**config.mk**
```make
export PLATFORM = sky130hd
export DESIGN_NAME = control_unit_flat
export DESIGN_NICKNAME = d
export VERILOG_FILES = /design/src/rtl/control_unit_pkg.sv /design/src/rtl/control_unit_if.sv /design/src/rtl/control_unit.sv /design/src/flat_wrapper.sv
export SDC_FILE = /design/constraint.sdc
export NUM_CORES = 1
export LEC_CHECK = 0
export CAP_MARGIN = 20
export CORE_MARGIN = 2
export CORE_UTILIZATION = 40
export DETAILED_ROUTE_END_ITERATION = 7
export GPL_TIMING_DRIVEN = 0
export PLACE_DENSITY = 0.85
export RECOVER_POWER = 50
export SETUP_SLACK_MARGIN = 0.2
export SYNTH_ARGS = -nofsm -noshare
export SYNTH_HDL_FRONTEND = slang
export SYNTH_SLANG_ARGS = --single-unit
```
**constraint.sdc**
```tcl
create_clock -name Clk -period 2.7 [get_ports Clk]
set_clock_uncertainty 0.1 [all_clocks]
set_input_delay 0.54 -clock Clk [delete_from_list [all_inputs] [get_ports Clk]]
set_output_delay 0.54 -clock Clk [all_outputs]
set_load 0.01 [all_outputs]
```
**src/rtl/control_unit_pkg.sv**
```systemverilog
// Shared types for the 16-bit processor control FSM:
// state encoding, opcodes, ALU selects and IR field widths.
package control_unit_pkg;

  localparam int IR_W   = 16;
  localparam int OP_W   = 4;
  localparam int REG_W  = 4;
  localparam int ADDR_W = 8;
  localparam int ALU_W  = 3;
  localparam int CNT_W  = 16;

  typedef enum logic [3:0] {
    S_INIT   = 4'd0,
    S_FETCH  = 4'd1,
    S_DECODE = 4'd2,
    S_NOOP   = 4'd3,
    S_LOAD_A = 4'd4,
    S_LOAD_B = 4'd5,
    S_STORE  = 4'd6,
    S_ADD    = 4'd7,
    S_SUB    = 4'd8,
    S_HALT   = 4'd9
  } state_t;

  localparam logic [OP_W-1:0] OP_NOOP  = 4'd0;
  localparam logic [OP_W-1:0] OP_STORE = 4'd1;
  localparam logic [OP_W-1:0] OP_LOAD  = 4'd2;
  localparam logic [OP_W-1:0] OP_ADD   = 4'd3;
  localparam logic [OP_W-1:0] OP_SUB   = 4'd4;
  localparam logic [OP_W-1:0] OP_HALT  = 4'd5;

  localparam logic [ALU_W-1:0] ALU_PASS = 3'd0;
  localparam logic [ALU_W-1:0] ALU_ADD  = 3'd1;
  localparam logic [ALU_W-1:0] ALU_SUB  = 3'd2;

  function automatic state_t op_state(
    input logic [OP_W-1:0] op
  );
    unique case (op)
      OP_STORE: op_state = S_STORE;
      OP_LOAD:  op_state = S_LOAD_A;
      OP_ADD:   op_state = S_ADD;
      OP_SUB:   op_state = S_SUB;
      OP_HALT:  op_state = S_HALT;
      OP_NOOP:  op_state = S_NOOP;
      default:  op_state = S_NOOP;
    endcase
  endfunction

endpackage

```
**src/rtl/control_unit_if.sv**
```systemverilog
// Datapath control bus: IR from the datapath,
// enables/addresses/selects back to it.
interface control_unit_if;
  import control_unit_pkg::*;

  logic [IR_W-1:0]   IR;
  logic              PC_Clr;
  logic              PC_Up;
  logic              IR_Ld;
  logic [ADDR_W-1:0] D_Addr;
  logic              D_Wr;
  logic              RF_s;
  logic [REG_W-1:0]  RF_W_Addr;
  logic              RF_W_en;
  logic [REG_W-1:0]  RF_Ra_Addr;
  logic [REG_W-1:0]  RF_Rb_Addr;
  logic [ALU_W-1:0]  ALU_s0;

  modport master (
    input  IR,
    output PC_Clr, PC_Up, IR_Ld,
    output D_Addr, D_Wr, RF_s,
    output RF_W_Addr, RF_W_en,
    output RF_Ra_Addr, RF_Rb_Addr,
    output ALU_s0
  );

  modport slave (
    output IR,
    input  PC_Clr, PC_Up, IR_Ld,
    input  D_Addr, D_Wr, RF_s,
    input  RF_W_Addr, RF_W_en,
    input  RF_Ra_Addr, RF_Rb_Addr,
    input  ALU_s0
  );

endinterface

```
**src/rtl/control_unit.sv**
```systemverilog
// Moore control FSM for the 16-bit processor datapath;
// outputs decode from current state and IR fields only.
module control_unit
  import control_unit_pkg::*;
(
  input  logic             Clk,
  input  logic             Reset,
  control_unit_if.master   bus,
  output logic [3:0]       State,
  output logic [3:0]       NextState,
  output logic             Halted,
  output logic [CNT_W-1:0] InstrCount
);

  state_t state_q;
  state_t state_d;

  logic [OP_W-1:0]   op;
  logic [REG_W-1:0]  ra;
  logic [REG_W-1:0]  rb;
  logic [REG_W-1:0]  rw;
  logic [ADDR_W-1:0] addr;

  assign op   = bus.IR[15:12];
  assign ra   = bus.IR[11:8];
  assign rb   = bus.IR[7:4];
  assign rw   = bus.IR[3:0];
  assign addr = bus.IR[7:0];

  always_ff @(posedge Clk or posedge Reset) begin
    if (Reset) begin
      state_q    <= S_INIT;
      InstrCount <= '0;
    end else begin
      state_q <= state_d;
      if (state_q == S_DECODE)
        InstrCount <= InstrCount + 16'd1;
    end
  end

  always_comb begin
    state_d = state_q;
    unique case (state_q)
      S_INIT:   state_d = S_FETCH;
      S_FETCH:  state_d = S_DECODE;
      S_DECODE: state_d = op_state(op);
      S_LOAD_A: state_d = S_LOAD_B;
      S_NOOP,
      S_LOAD_B,
      S_STORE,
      S_ADD,
      S_SUB:    state_d = S_FETCH;
      S_HALT:   state_d = S_HALT;
      default:  state_d = S_INIT;
    endcase
  end

  // LOAD_A covers memory read latency; write lands in LOAD_B
  always_comb begin
    bus.PC_Clr     = 1'b0;
    bus.PC_Up      = 1'b0;
    bus.IR_Ld      = 1'b0;
    bus.D_Addr     = '0;
    bus.D_Wr       = 1'b0;
    bus.RF_s       = 1'b0;
    bus.RF_W_Addr  = '0;
    bus.RF_W_en    = 1'b0;
    bus.RF_Ra_Addr = '0;
    bus.RF_Rb_Addr = '0;
    bus.ALU_s0     = ALU_PASS;
    unique case (1'b1)
      (state_q == S_INIT): begin
        bus.PC_Clr = 1'b1;
      end
      (state_q == S_FETCH): begin
        bus.IR_Ld = 1'b1;
        bus.PC_Up = 1'b1;
      end
      (state_q == S_LOAD_A),
      (state_q == S_LOAD_B): begin
        bus.D_Addr    = addr;
        bus.RF_s      = 1'b1;
        bus.RF_W_Addr = ra;
        bus.RF_W_en   = (state_q == S_LOAD_B);
      end
      (state_q == S_STORE): begin
        bus.D_Addr     = addr;
        bus.RF_Ra_Addr = ra;
        bus.D_Wr       = 1'b1;
      end
      (state_q == S_ADD),
      (state_q == S_SUB): begin
        bus.RF_Ra_Addr = ra;
        bus.RF_Rb_Addr = rb;
        bus.RF_W_Addr  = rw;
        bus.RF_W_en    = 1'b1;
        bus.ALU_s0     = (state_q == S_ADD)
                         ? ALU_ADD : ALU_SUB;
      end
      default: ;
    endcase
  end

  assign State     = state_q;
  assign NextState = state_d;
  assign Halted    = (state_q == S_HALT);

endmodule

```
**src/flat_wrapper.sv**
```systemverilog
// flat-port wrapper written by rule: the top's interface ports become plain ports
module control_unit_flat import control_unit_pkg::*;
  (Clk, Reset, State, NextState, Halted, InstrCount, bus_IR, bus_PC_Clr, bus_PC_Up, bus_IR_Ld, bus_D_Addr, bus_D_Wr, bus_RF_s, bus_RF_W_Addr, bus_RF_W_en, bus_RF_Ra_Addr, bus_RF_Rb_Addr, bus_ALU_s0);
  control_unit_if bus_i ();
  input  logic Clk;
  input  logic Reset;
  output logic [3:0] State;
  output logic [3:0] NextState;
  output logic Halted;
  output logic [CNT_W-1:0] InstrCount;
  input wire logic [$bits(bus_i.IR)-1:0] bus_IR;
  output wire logic [$bits(bus_i.PC_Clr)-1:0] bus_PC_Clr;
  output wire logic [$bits(bus_i.PC_Up)-1:0] bus_PC_Up;
  output wire logic [$bits(bus_i.IR_Ld)-1:0] bus_IR_Ld;
  output wire logic [$bits(bus_i.D_Addr)-1:0] bus_D_Addr;
  output wire logic [$bits(bus_i.D_Wr)-1:0] bus_D_Wr;
  output wire logic [$bits(bus_i.RF_s)-1:0] bus_RF_s;
  output wire logic [$bits(bus_i.RF_W_Addr)-1:0] bus_RF_W_Addr;
  output wire logic [$bits(bus_i.RF_W_en)-1:0] bus_RF_W_en;
  output wire logic [$bits(bus_i.RF_Ra_Addr)-1:0] bus_RF_Ra_Addr;
  output wire logic [$bits(bus_i.RF_Rb_Addr)-1:0] bus_RF_Rb_Addr;
  output wire logic [$bits(bus_i.ALU_s0)-1:0] bus_ALU_s0;
  assign bus_i.IR = bus_IR;
  assign bus_PC_Clr = bus_i.PC_Clr;
  assign bus_PC_Up = bus_i.PC_Up;
  assign bus_IR_Ld = bus_i.IR_Ld;
  assign bus_D_Addr = bus_i.D_Addr;
  assign bus_D_Wr = bus_i.D_Wr;
  assign bus_RF_s = bus_i.RF_s;
  assign bus_RF_W_Addr = bus_i.RF_W_Addr;
  assign bus_RF_W_en = bus_i.RF_W_en;
  assign bus_RF_Ra_Addr = bus_i.RF_Ra_Addr;
  assign bus_RF_Rb_Addr = bus_i.RF_Rb_Addr;
  assign bus_ALU_s0 = bus_i.ALU_s0;
  control_unit u_core (.Clk(Clk), .Reset(Reset), .bus(bus_i), .State(State), .NextState(NextState), .Halted(Halted), .InstrCount(InstrCount));
endmodule
```
==> run summary, run 1 <==
CTS root buf = clkbuf_4
Reg2Reg Launch Point = u_core.State[2]$_DFF_PP0_
Crit path arrival time = 1.90 ns
Clk_lat worst skew = 0.30 ns
Horiz. Die Dim = 59.0 µm
Core Rows = 19
Final Wtd Congestion = 0.877
Synth unique cells = 39
Max cap viols = 0
Initial antenna violation count = 0
Worst r2r dst = u_core.InstrCount[12]$_DFFE_PP0P_
Nets@finish = 236
Worst setup EP type = output port
Floorplan die height = 59.0 µm
Warnings from Yosys = 0
Async SR Flop Fraction = 1.00
Clock slew at reported path FFs = 0.11 ns
H-tree levels = 1
Hold Vio Cnt, Final = 0
Initial Util = 0.432
CTS buffer count = 3
Number of synthesized flops with an enable pin = 0
Slew HR = 0.507
Reg2Reg Setup Slack = 0.56 ns
Primary FF master, synth = dfrtp_1
GRT overflow = 0
Post-synthesis sequential area ratio = 0.413
Post-route non-filler standard cell count = 247
WL/cell = 15.0 µm
Setup-failing EPs final = 0
Remaining DRCs = 0
Share of cells above drive strength 1 = 0.245
Ant diodes = 0
TNS Setup = 0 ns
Largest net degree at the start of global routing = 21
Leading area contributor after synthesis = dfrtp_1
Via-per-instance ratio = 5.35
All-layer global routing usage = 0.212
Post-synth top area share = 0.413
TritonRoute pass-1 iters = 4
RSZ-0062 raised after global routing = true
Drt total wl = 3710 µm
Routed Antenna Nets = 0
Longest Clk Path Bufs = 2
Max Slew Vio Count = 0
Iter 0 DRT Violations = 37
Placed Cells = 228
Total via count in the routed design = 1,322
Yosys reg bits = 20
HP Start = u_core.InstrCount[15]$_DFFE_PP0P_
Worst VDD drop = 0.000475 V
Total Power = 1340 µW
Status = finished, final reports clean
I/O pins = 72
Worst r2r path cells = 7
Worst hold slack = 0.368 ns
Startpoint types = flip-flop
Crit Path Class = reg2out
Core ar. = 2810 µm²
Layout area overhead = 74.5%
Die Area = 3480 µm²
Buffers on Ports = 70
LEAKAGE = 0.00112 µW
Post-synth net total = 146
Crit path required time = 2.06 ns
Ranking of synthesized cells by area = dfrtp_1 41%, xnor2_1 5.8%, xor2_1 5.8%
Cells after Synth = 127
Critical Path Fanout Max = 6
Hold Path Sink = u_core.InstrCount[15]$_DFFE_PP0P_
Hpwl dp = 2640 µm
Hold depth = 1
First-pass GRT wire length = 5650 µm
Avg Cell Area, Syn = 9.54 µm²
Tmin final = 2.54 ns
CTS tree = done
Mapped cell area = 1210 µm²
Vias in the first global route = 1,286
CTS sink cnt = 20
HP Class = reg2reg
Tcrit/Tclk final = 0.940
Power density over the cells = 633 nW/µm²
Max Freq = 394 MHz
Measured slew at the worst slew-check pin = 0.739 ns
-- cells in the mapped netlist (all sizes together) (3+ instances only) --
| cell | instances |
|---|---|
| dfrtp | 20 |
| nand2 | 11 |
| and3 | 9 |
| and2 | 8 |
| xnor2 | 8 |
| xor2 | 8 |
| nor3 | 7 |
| nand3 | 6 |
| buf | 5 |
| inv | 5 |
| nor2 | 5 |
| a22o | 4 |
| o21ai | 4 |
| nand2b | 3 |
-- worst max-delay path, stage by stage (launching register included) --
cell             delay (ns)
dfrtp_1                0.41
buf_6                  0.14
inv_1                  0.09
nand2_1                0.13
nor2_2                 0.23
clkdlybuf4s50_1        0.59
-- cell type report --
class	count	area (µm²)
buffer	7	63.8
clock buffer	4	36.3
fill	204	692
inverter	5	18.8
multi-input combinational	95	711
sequential	20	500
tap	31	38.8
timing repair buffer	85	744
-- cells by family after synthesis --
family,Yosys count,synth area share
multiplexers,1,0.00930
AO/OA/AOI/OAI,14,0.0837
adder cells (fa/ha/maj),1,0.0103
flip-flops,20,0.413
XOR/XNOR,16,0.116
other,1,0.00310
buffers and inverters,12,0.0568
AND/OR/NAND/NOR,62,0.308
-- cells in the final DEF (no fill, tap or decap), drive strengths merged, types with 2 or more instances in the layout --
cell / count
nand3: 6
nor3: 7
buf: 24
clkbuf: 12
and2: 8
a22o: 4
xnor2: 8
nand4: 2
nor4: 2
dlygate4sd2: 18
dlymetal6s2s: 3
dfrtp: 20
and3: 9
xor2: 8
nand2: 11
nor2: 5
nand2b: 3
o21ai: 4
dlygate4sd3: 18
nor4b: 2
clkdlybuf4s50: 17
clkdlybuf4s15: 4
inv: 5
and4: 2
-- sequential cells by signal (all words and copies together), names as in the netlist --
name,count
u_core.InstrCount,16
u_core.State,4
-- worst max-delay path by stage --
stage                               from           end  cells past startpoint
2_1_floorplan  u_core.State[1]$_DFF_PP0_  NextState[1]                      4
3_3_place_gp                  bus_IR[13]  NextState[0]                      6
3_5_place_dp                  bus_IR[15]  NextState[2]                      5
4_1_cts        u_core.State[3]$_DFF_PP0_      bus_RF_s                      5
5_1_grt        u_core.State[2]$_DFF_PP0_  NextState[2]                      5
6_report       u_core.State[3]$_DFF_PP0_      bus_RF_s                      5
-- stage by stage --
stage           util  area (µm²)  worst slack (ns)
5_1_grt        0.753        2110            0.0921
6_report       0.753        2110             0.163
3_3_place_gp   0.695        1950            -0.331
3_5_place_dp   0.695        1950            -0.342
4_1_cts        0.727        2040             0.184
2_1_floorplan      -        1210             0.562
-- per-layer routing --
metal  vias to the layer above  track usage  part of all wire
met5                         -            0                 0
met4                         0       0.0584            0.0081
met3                         3       0.0633             0.090
met2                        67        0.379              0.49
met1                       627        0.243              0.41
li1                        625            -                 -
-- report_power, final --
part / switching [µW] / internal, µW
clock: 92.9 / 82.4
combinational: 365 / 380
sequential: 63.3 / 356
total: 521 / 818
-- what timing repair did --
item | CTS | global route
buffers inserted | 4 | 11
setup endpoints to repair | 32 | 21
hold buffers | 0 | 0
pin swaps | 1 | 5
gates resized for setup | 64 | 23
Note: power is estimated with default switching activity, not from simulation.
==> run 2: changes to the inputs <==
--- a/config.mk
+++ b/config.mk
@@ -6,11 +6,14 @@
 export NUM_CORES = 1
 export LEC_CHECK = 0
 export CAP_MARGIN = 20
+export CELL_PAD_IN_SITES_DETAIL_PLACEMENT = 1
+export CELL_PAD_IN_SITES_GLOBAL_PLACEMENT = 1
 export CORE_MARGIN = 2
-export CORE_UTILIZATION = 40
+export CORE_UTILIZATION = 47
 export DETAILED_ROUTE_END_ITERATION = 7
+export DONT_BUFFER_PORTS = 1
 export GPL_TIMING_DRIVEN = 0
-export PLACE_DENSITY = 0.85
+export PLACE_DENSITY_LB_ADDON = 0.1
 export RECOVER_POWER = 50
 export SETUP_SLACK_MARGIN = 0.2
 export SYNTH_ARGS = -nofsm -noshare
==> run summary, run 2 (same netlist as run 1, synthesis figures left out) <==
CP Depth = 5
Nets@finish = 151
Met3 wire len = 195 µm
Remaining DRCs = 0
Worst setup EP type = output port
Critical Path Source = u_core.State[3]$_DFF_PP0_
Final core occ = 0.537
WP buf/inv = 1
Ant diodes = 0
GRT overflow = 0
Most frequent cells in the layout = 20 x dfrtp_1, 11 x nand2_1, 9 x and3_1, 8 x xor2_1, 8 x xnor2_1
Routed Antenna Nets = 0
Reg2Reg Setup Slack = 0.71 ns
LEAKAGE = 0.000614 µW
Uppermost layer routed = met4
Vias in the first global route = 977
Reg with most FFs = u_core.InstrCount
H-tree levels = 1
CP delay by family, top = simple AND/OR/NAND/NOR gates
Floorplan die height = 54.8 µm
M1 WL = 1150 µm
Worst r2r path cells = 5
Filler Cell Count = 283
Setup-failing EPs final = 0
Final Wtd Congestion = 0.757
Max Freq = 415 MHz
Share of cells above drive strength 1 = 0.169
CTS buffer count = 3
All-layer global routing usage = 0.202
Worst VDD drop = 0.000487 V
Hold Vio Cnt, Final = 0
Clock slew at reported path FFs = 0.11 ns
Worst path slowest cell = dfrtp_1
Critical Path Fanout Max = 9
Total Power = 1010 µW
Post-cts hold buffer count = 0
Crit path capture = bus_RF_W_Addr[3]
First-pass GRT wire length = 4420 µm
Tmin final = 2.41 ns
Layout area overhead = 8.88%
Crit path arrival time = 1.77 ns
I/O pins = 72
TritonRoute pass-1 iters = 3
HP Class = in2async
Max FFs per register = 16
Hpwl dp = 2170 µm
Core ar. = 2450 µm²
Measured slew at the worst slew-check pin = 0.745 ns
Reg2Reg Launch Point = u_core.State[0]$_DFF_PP0_
Clk_lat worst skew = 0.30 ns
Max cap viols = 0
CP Cell Sequence = buf_4, nand2b_1, or3_4, o21ai_4, a22o_1
Die Area = 3000 µm²
CTS sink cnt = 20
RSZ-0062 raised after global routing = false
TNS Setup = 0 ns
Largest stage delay on the critical path = 0.41 ns
Crit path required time = 2.06 ns
Startpoint types = flip-flop
Via-per-instance ratio = 5.94
Buffers on Ports = 0
Longest Clk Path Bufs = 2
CTS root buf = clkbuf_4
Drt total wl = 2880 µm
Tcrit/Tclk final = 0.893
Crit Path Class = reg2out
Initial antenna violation count = 0
Initial Util = 0.493
Core Rows = 18
Worst r2r dst = u_core.InstrCount[12]$_DFFE_PP0P_
Iter 0 DRT Violations = 3
Power density over the cells = 766 nW/µm²
Slew HR = 0.503
Horiz. Die Dim = 54.8 µm
Total via count in the routed design = 950
Status = finished, final reports clean
Max Slew Vio Count = 0
WL/cell = 18.0 µm
Routed met2 length = 1490 µm
Largest net degree at the start of global routing = 21
Most common cell after layout, fill and taps aside = dfrtp_1
CTS tree = done
-- run 2: area by class of cell --
cell class | count | area (µm²) | area share
plain buffers | 7 | 57.6 | 0.0436
clock buffers | 3 | 22.5 | 0.0171
inverters | 5 | 18.8 | 0.0142
multi-input cells | 95 | 682 | 0.517
flip-flops and latches | 20 | 500 | 0.380
well taps | 30 | 37.5 | 0.0285
-- run 2: timing repair --
item,CTS,global route
gates resized for setup,5,10
pin swaps,0,3
setup buffers,0,0
cloned,0,0
setup endpoints to repair,12,17
-- run 2: per-stage QoR --
step	cell area [µm²]	hold WS, ns	std cells	setup WS, ns
after floorplan	1210	0.404	127	0.562
after global placement	1250	0.419	157	0.322
after detailed placement	1250	0.423	157	0.301
after CTS	1290	0.172	160	0.209
after global routing	1320	0.207	160	0.186
final	1320	0.142	160	0.289
-- run 2: worst min-delay path by stage --
stage | startpoint | endpoint | slack [ns] | cells after the start
detailed placement | u_core.InstrCount[15]$_DFFE_PP0P_ | u_core.InstrCount[15]$_DFFE_PP0P_ | 0.42 | 1
finish | Reset | u_core.InstrCount[13]$_DFFE_PP0P_ | 0.14 | 1
CTS | Reset | u_core.InstrCount[13]$_DFFE_PP0P_ | 0.17 | 1
global route | Reset | u_core.InstrCount[7]$_DFFE_PP0P_ | 0.21 | 1
global placement | u_core.InstrCount[15]$_DFFE_PP0P_ | u_core.InstrCount[15]$_DFFE_PP0P_ | 0.42 | 1
floorplan | Reset | u_core.InstrCount[0]$_DFFE_PP0P_ | 0.40 | 1
-- run 2: layer usage --
layer  GRT usage  vias up
li1            -      447
met1       0.227      454
met2       0.361       44
met3      0.0601        5
met4      0.0625        0
met5           0        -
-- run 2: report_power, final --
| part | leakage [µW] | switching [µW] | internal, µW |
|---|---|---|---|
| registers | 0.000266 | 99.6 | 355 |
| logic | 0.000334 | 253 | 163 |
| clock network | 0.0000138 | 88.3 | 52.0 |
==> run 3: changes to the inputs <==
--- a/config.mk
+++ b/config.mk
@@ -16,6 +16,7 @@
 export PLACE_DENSITY_LB_ADDON = 0.1
 export RECOVER_POWER = 50
 export SETUP_SLACK_MARGIN = 0.2
+export SLEW_MARGIN = 20
 export SYNTH_ARGS = -nofsm -noshare
 export SYNTH_HDL_FRONTEND = slang
 export SYNTH_SLANG_ARGS = --single-unit
==> results of run 3 <==
The final DEF is identical to that of run 2; final timing and power are the same.
